==> src/rtl/card_game_ctrl.sv <==
// rtl/card_game_ctrl.sv - game sequencer for the 16-card / 8-pair memory game
//
// Sequences shuffle -> two-flip compare -> timed reveal, and tracks matches,
// move count and win.
//
// Ports:
//   clk, resetn        clock, asynchronous active-low reset
//   new_game           one-cycle request to (re)start a game
//   rand_start         one-cycle start pulse to the shuffle generator
//   rand_done/rand_map shuffle result; card i symbol = rand_map[3*i +:3]
//   sel_valid/sel_idx  player card selection
//   sel_ready          selections accepted (waiting for first/second card)
//   sel_err            one-cycle pulse: selected card already face-up
//   map_q              latched symbol map
//   face_up, matched   per-card shown / permanently matched flags
//   moves              completed pair attempts, saturating
//   game_over          all pairs matched
//   busy               shuffling, comparing or revealing a mismatch
module card_game_ctrl #(
  parameter int SHOW_CYCLES = 25000000,
  parameter int TMR_W       = 25,
  parameter int MOVES_W     = 8
) (
  input  logic               clk,
  input  logic               resetn,
  input  logic               new_game,
  output logic               rand_start,
  input  logic               rand_done,
  input  logic [0:47]        rand_map,
  input  logic               sel_valid,
  input  logic [3:0]         sel_idx,
  output logic               sel_ready,
  output logic               sel_err,
  output logic [0:47]        map_q,
  output logic [15:0]        face_up,
  output logic [15:0]        matched,
  output logic [MOVES_W-1:0] moves,
  output logic               game_over,
  output logic               busy
);

  typedef enum logic [2:0] {
    S_IDLE,
    S_SHUFFLE,
    S_WAIT_FIRST,
    S_WAIT_SECOND,
    S_COMPARE,
    S_SHOW,
    S_WIN
  } state_t;

  localparam logic [TMR_W-1:0]   SHOW_LOAD = TMR_W'(SHOW_CYCLES - 1);
  localparam logic [MOVES_W-1:0] MOVES_MAX = '1;

  state_t             state;
  logic [3:0]         first_idx;
  logic [3:0]         second_idx;
  logic [TMR_W-1:0]   timer;

  logic [2:0]  first_sym;
  logic [2:0]  second_sym;
  logic [15:0] first_bit;
  logic [15:0] second_bit;
  logic [15:0] sel_bit;
  logic [15:0] pair_matched;

  assign first_sym    = map_q[int'(first_idx) * 3 +: 3];
  assign second_sym   = map_q[int'(second_idx) * 3 +: 3];
  assign first_bit    = 16'd1 << first_idx;
  assign second_bit   = 16'd1 << second_idx;
  assign sel_bit      = 16'd1 << sel_idx;
  assign pair_matched = matched | first_bit | second_bit;

  // Pure state decodes of the state register; no path from sel_* inputs.
  assign sel_ready = (state == S_WAIT_FIRST) || (state == S_WAIT_SECOND);
  assign busy      = (state == S_SHUFFLE) || (state == S_COMPARE) || (state == S_SHOW);
  assign game_over = (state == S_WIN);

  always_ff @(posedge clk or negedge resetn) begin
    if (!resetn) begin
      state      <= S_IDLE;
      rand_start <= 1'b0;
      sel_err    <= 1'b0;
      map_q      <= '0;
      face_up    <= '0;
      matched    <= '0;
      moves      <= '0;
      first_idx  <= '0;
      second_idx <= '0;
      timer      <= '0;
    end else begin
      rand_start <= 1'b0;
      sel_err    <= 1'b0;
      // A restart request wins over everything except an in-flight shuffle,
      // and discards any pending compare or reveal.
      if (new_game && state != S_SHUFFLE) begin
        rand_start <= 1'b1;
        state      <= S_SHUFFLE;
        face_up    <= '0;
        matched    <= '0;
        moves      <= '0;
      end else begin
        case (state)
          S_SHUFFLE: begin
            if (rand_done) begin
              map_q <= rand_map;
              state <= S_WAIT_FIRST;
            end
          end
          S_WAIT_FIRST: begin
            if (sel_valid) begin
              if (face_up[sel_idx]) begin
                sel_err <= 1'b1;
              end else begin
                first_idx <= sel_idx;
                face_up   <= face_up | sel_bit;
                state     <= S_WAIT_SECOND;
              end
            end
          end
          S_WAIT_SECOND: begin
            // The first card is already face-up, so re-picking it is rejected here too.
            if (sel_valid) begin
              if (face_up[sel_idx]) begin
                sel_err <= 1'b1;
              end else begin
                second_idx <= sel_idx;
                face_up    <= face_up | sel_bit;
                state      <= S_COMPARE;
              end
            end
          end
          S_COMPARE: begin
            if (moves != MOVES_MAX) begin
              moves <= moves + 1'b1;
            end
            if (first_sym == second_sym) begin
              matched <= pair_matched;
              state   <= (&pair_matched) ? S_WIN : S_WAIT_FIRST;
            end else begin
              timer <= SHOW_LOAD;
              state <= S_SHOW;
            end
          end
          S_SHOW: begin
            // Timer counts SHOW_CYCLES-1 down to 0, giving SHOW_CYCLES reveal cycles.
            if (timer == '0) begin
              face_up <= face_up & ~(first_bit | second_bit);
              state   <= S_WAIT_FIRST;
            end else begin
              timer <= timer - 1'b1;
            end
          end
          default: begin
          end
        endcase
      end
    end
  end

endmodule

==> config.mk <==
export PLATFORM = sky130hd
export DESIGN_NAME = card_game_ctrl
export DESIGN_NICKNAME = d
export VERILOG_FILES = /design/src/rtl/card_game_ctrl.sv
export SDC_FILE = /design/constraint.sdc
export NUM_CORES = 1
export LEC_CHECK = 0
export CORE_MARGIN = 3
export CORE_UTILIZATION = 54
export DETAILED_ROUTE_END_ITERATION = 12
export PLACE_DENSITY = 0.81
export SYNTH_ARGS = -nofsm -noshare
export SYNTH_HDL_FRONTEND = slang
export SYNTH_SLANG_ARGS = --single-unit
==> constraint.sdc <==
create_clock -name clk -period 5.1 [get_ports clk]
set_input_delay 1.02 -clock clk [delete_from_list [all_inputs] [get_ports clk]]
set_output_delay 1.02 -clock clk [all_outputs]
set_load 0.02 [all_outputs]
### After elaboration in Yosys (flattened, before gate mapping)

Index checks and enable logic that the tools add are counted.

* RAM bits: 0
* input port bits: 57
* latch bits: 0
* memories: 0
* output and inout bits: 93
* word-level logic and storage cells: 101
* memory bits (read-only): 0
* register bits after elaboration: 126

* mux-type cells: 31
* bitwise gates (word level): 10
* eq/ne operators: 19
* div/mod/pow operators: 0
* reduce and logical (&&, ||, !) cells: 21
* order comparisons: 1
* add/subtract/negate cells: 2
* multiply operators: 2
* shifts and indexed selects: 5

Operators by type and width (number)
* $mux W16: 7
* $shiftx A48 B32 Y49: 2
* $not A6 Y32: 2
* $or A16 B16 Y16: 4
* $mux W25: 2
* $pmux W25 S2: 1
* $shl A1 B4 Y16 const A: 3
* $pmux W16 S2: 1
* $mux W3: 9
* $logic_not A25 Y1: 1
* $sub A25 B1 Y25 const B: 1
* $mux W8: 3
* $and A16 B16 Y16: 1
* $not A16 Y16: 1
* $reduce_and A16 Y1: 1
* $reduce_and A4 Y1: 4
* $pmux W3 S5: 1
* $mul A4 B2 Y6 const B: 2
* $eq A3 B3 Y1 const B: 3
* $ne A3 B1 Y1 const B: 3
* $ne A3 B2 Y1 const B: 3
* $ne A3 B3 Y1 const B: 3
* $add A8 B1 Y8 const B: 1
* $ne A8 B8 Y1 const B: 1
* 17 further kinds: 31

### Logic depth before layout (Yosys ltp)

* depth in word-level cells: 8
* depth in mapped cells: 17
* gate-level depth less buffers: 12

### Worst setup path after synthesis

No wires, ideal clock.

* kind: reg2reg
* start: reg first_idx[0]
* end: reg timer[16]
* cell stages (with the launch flop): 15
* library setup time: 0.126 ns
* slack: 1.003 ns
* buffers on the path: 4
* arrival: 3.971 ns
* cells stage by stage: dfrtp_1 -> buf_2 -> buf_2 -> inv_1 -> buf_2 -> ha_1 -> clkbuf_1 -> mux4_2 -> mux4_2 -> and3_1 -> a211oi_1 -> xnor2_1 -> nor3_2 -> a211o_2 -> o32a_1

* word-level cells in the longest chain between the ends: 6

RTL lines
* start: declaration: line 56 `logic [3:0] first_idx;`
* start signal: assignment: line 115 `first_idx <= sel_idx;`
* $mul A4 B2 Y6: line 67 `assign first_sym = map_q[int'(first_idx) * 3 +: 3];`
* $not A6 Y32 (not written as such): line 67
* $shiftx A48 B32 Y49: line 67
* $eq A3 B3 Y1: line 137 `if (first_sym == second_sym) begin`
* $ne A2 B2 Y1 (no line)
* $reduce_and A4 Y1 (no line)
* end signal: assignment: line 151 `timer <= timer - 1'b1;`
* end: declaration: line 58 `logic [TMR_W-1:0] timer;`

No other way between the ends.
A chain may end at the register's enable or synchronous reset.

### Worst setup path after layout

* start: reg second_idx[1]
* end: reg timer[16]

* word-level cells in the longest chain between the ends: 6

RTL lines
* start: declaration: line 57 `logic [3:0] second_idx;`
* start signal: assignment: line 127 `second_idx <= sel_idx;`
* $mul A4 B2 Y6: line 68 `assign second_sym = map_q[int'(second_idx) * 3 +: 3];`
* $not A6 Y32 (not written as such): line 68
* $shiftx A48 B32 Y49: line 68
* $eq A3 B3 Y1: line 137
* $ne A2 B2 Y1 (no line)
* $reduce_and A4 Y1 (no line)

No other way between the ends.

==> qor.csv <==
metric,value,unit
fmax,221,MHz
largest cells by area after synthesis,"dfrtp_1 37%, mux4_2 14%, mux2_2 7.4%",
Port Buf Inserts,149,
Avg Synthesized Cell Area,10.4,um^2
unrepaired setup endpoints after global routing,false,
Post-CTS Setup Bufs,0,
final wirelength,24400,um
Yosys top cell area share,0.365,
Main synth FF type,dfrtp_1,
Tcrit/Tclk final,0.886,
post_cts resized,0,
initial DRC count,826,
Seq. cell area,3150,um^2
final core occ,0.707,
fillers,1148,
most numerous cell in the Yosys netlist,dfrtp_1,
synth warn,0,
antenna-violating nets left,0,
CTS tree,built,
DP HPWL,17200,um
Fin Setup TNS,0,ps
Num CTS Buffers,17,
vias in the first global route,7524,
WP data arrival,4830,ps
clock skew,11.7,ps
number of remaining DRC errors,0,
asr flop ratio synth,1.00,
Clock transition at path regs,60,ps
metal2 WL,11600,um
Synth cell types,73,
Max-slew headroom,0.232,
multi-input logic area,5150,um^2
CP startpoint,second_idx[1],
Synthesized Nets,907,
"Largest stage delay, worst path",920,ps
Highest Signal Layer,met4,
Synth-to-Final Area Change,26.4,%
crit path cell chain,ha_1 > inv_1 > fa_1 > buf_4 > mux2_2 > a221oi_1 > o21ai_0 > nand4_1 > nand3_1 > xnor2_1 > nor3_2 > a211o_2 > o32a_1,
Gate Count Post-Synth,831,
status,"finished, final reports clean",
mean routed wirelength per cell,20.5,um
first-pass GRT wire length,40200,um
Vias,7694,
max-cap violations,0,
#FFs+latches synth,126,
Via density,6.46,
drt pass-1 iters,5,
grt ovf,0,
DIE HEIGHT,132,um
worst-path fanout max,24,
endpoints failing hold,0,
metal3 WL,2100,um
clk buf depth,2,
CORE AREA,15400,um^2
worst-margin pin slew,1150,ps
nets,1043,
Startpoint Class,flip-flop,
"Seq/Total Area, Yosys",0.365,
H-tree depth,4,
Synth top cells by count,"126 x dfrtp_1, 84 x nor2_1, 64 x nand2_1",
IO Count,150,
diode count,0,
Critical Path End Type,flip-flop,
setup violators final,0,
hold_sp,timer[14],
Final min period,4520,ps
"Cell Area, Synth",8630,um^2
FP Rows,45,
crit-path leading delay family,compound AO/OA/AOI/OAI gates,
Crit Path Class,reg -> reg,
CP max-delay cell,fa_1,
Skew-Pair Late Insertion Delay,430,ps
gpl congestion,0.933,
initial core utilization,0.560,
layout cells sized above 1,0.188,
buffer and inverter count on the worst path,2,
clock root buffer,clkbuf_16,
largest net degree at the start of global routing,52,
worst r2r src,second_idx[1],
routed length on met1,10100,um
Die W,132,um
worst hold-check path type,reg -> reg,
Min Hold Slack,483,ps
hold buffers post-CTS,0,
Clock Sink Count,126,
initial antenna violation count,0,
total track usage,0.282,
number of flops mapped to enable cells by yosys,0,
total die area,17500,um^2
Synth area leader,dfrtp_1,
Pins Over Slew Limit,0,
Required @ worst endpoint,5410,ps
per-layer routing:
layer,GRT usage,vias to the layer above
met1,0.393,3748
met5,0,-
li1,-,3425
met4,0.0912,0
met2,0.441,446
met3,0.0665,75
path summary, 6_finish.rpt:
path	end	slack [ps]	cells past startpoint
setup / recovery	timer[16]	580	13
hold / removal	timer[14]	480	1
setup reg to reg	timer[16]	580	13
hold reg to reg	timer[14]	480	1
max in group asynchronous	map_q[30]	3540	2
min in group asynchronous	map_q[40]	540	1
cell families after synthesis:
| kind of cell | Yosys count | synth area share |
|---|---|---|
| adders and majority gates | 19 | 0.0293 |
| AOI/OAI and AO/OA | 183 | 0.146 |
| muxes | 139 | 0.252 |
| and+or+nand+nor | 269 | 0.149 |
| buffers and inverters | 80 | 0.0401 |
| DFF | 126 | 0.365 |
| xor gates and xnor gates | 15 | 0.0183 |
placed cells by master (no fill, tap or decap), types with 22 or more instances in the layout:
cell             instances
a21oi_1                 47
nor2_1                  84
nand3_1                 31
mux2i_1                 23
clkdlybuf4s50_1        148
mux4_2                  53
nand2_1                 64
inv_1                   26
buf_4                   22
mux2_2                  57
dfrtp_1                126
sequential cells by signal, summed over array words and instances, names as in the netlist:
register	cells
state	3
matched	16
moves	8
rand_start	1
first_idx	4
map_q	48
face_up	16
sel_err	1
second_idx	4
timer	25
per-stage QoR:
stage | area (um^2) | std cells | setup slack, ps
after floorplan | 8630 | 831 | 1000
after global placement | 10300 | 1159 | 520
after detailed placement | 10300 | 1159 | 429
after CTS | 10900 | 1191 | 634
after global routing | 10900 | 1191 | 245
final | 10900 | 1191 | 583
cell type report:
class	count	share of cell area
clock buffer	17	0.0390
clock inverter	15	0.0155
inverter	27	0.00929
multi-input combinational	625	0.472
sequential	126	0.289
tap	211	0.0242
timing repair buffer	170	0.151
Power is not shown: default switching activity piles up to over one toggle a cycle in this logic, so the estimate is an artifact.
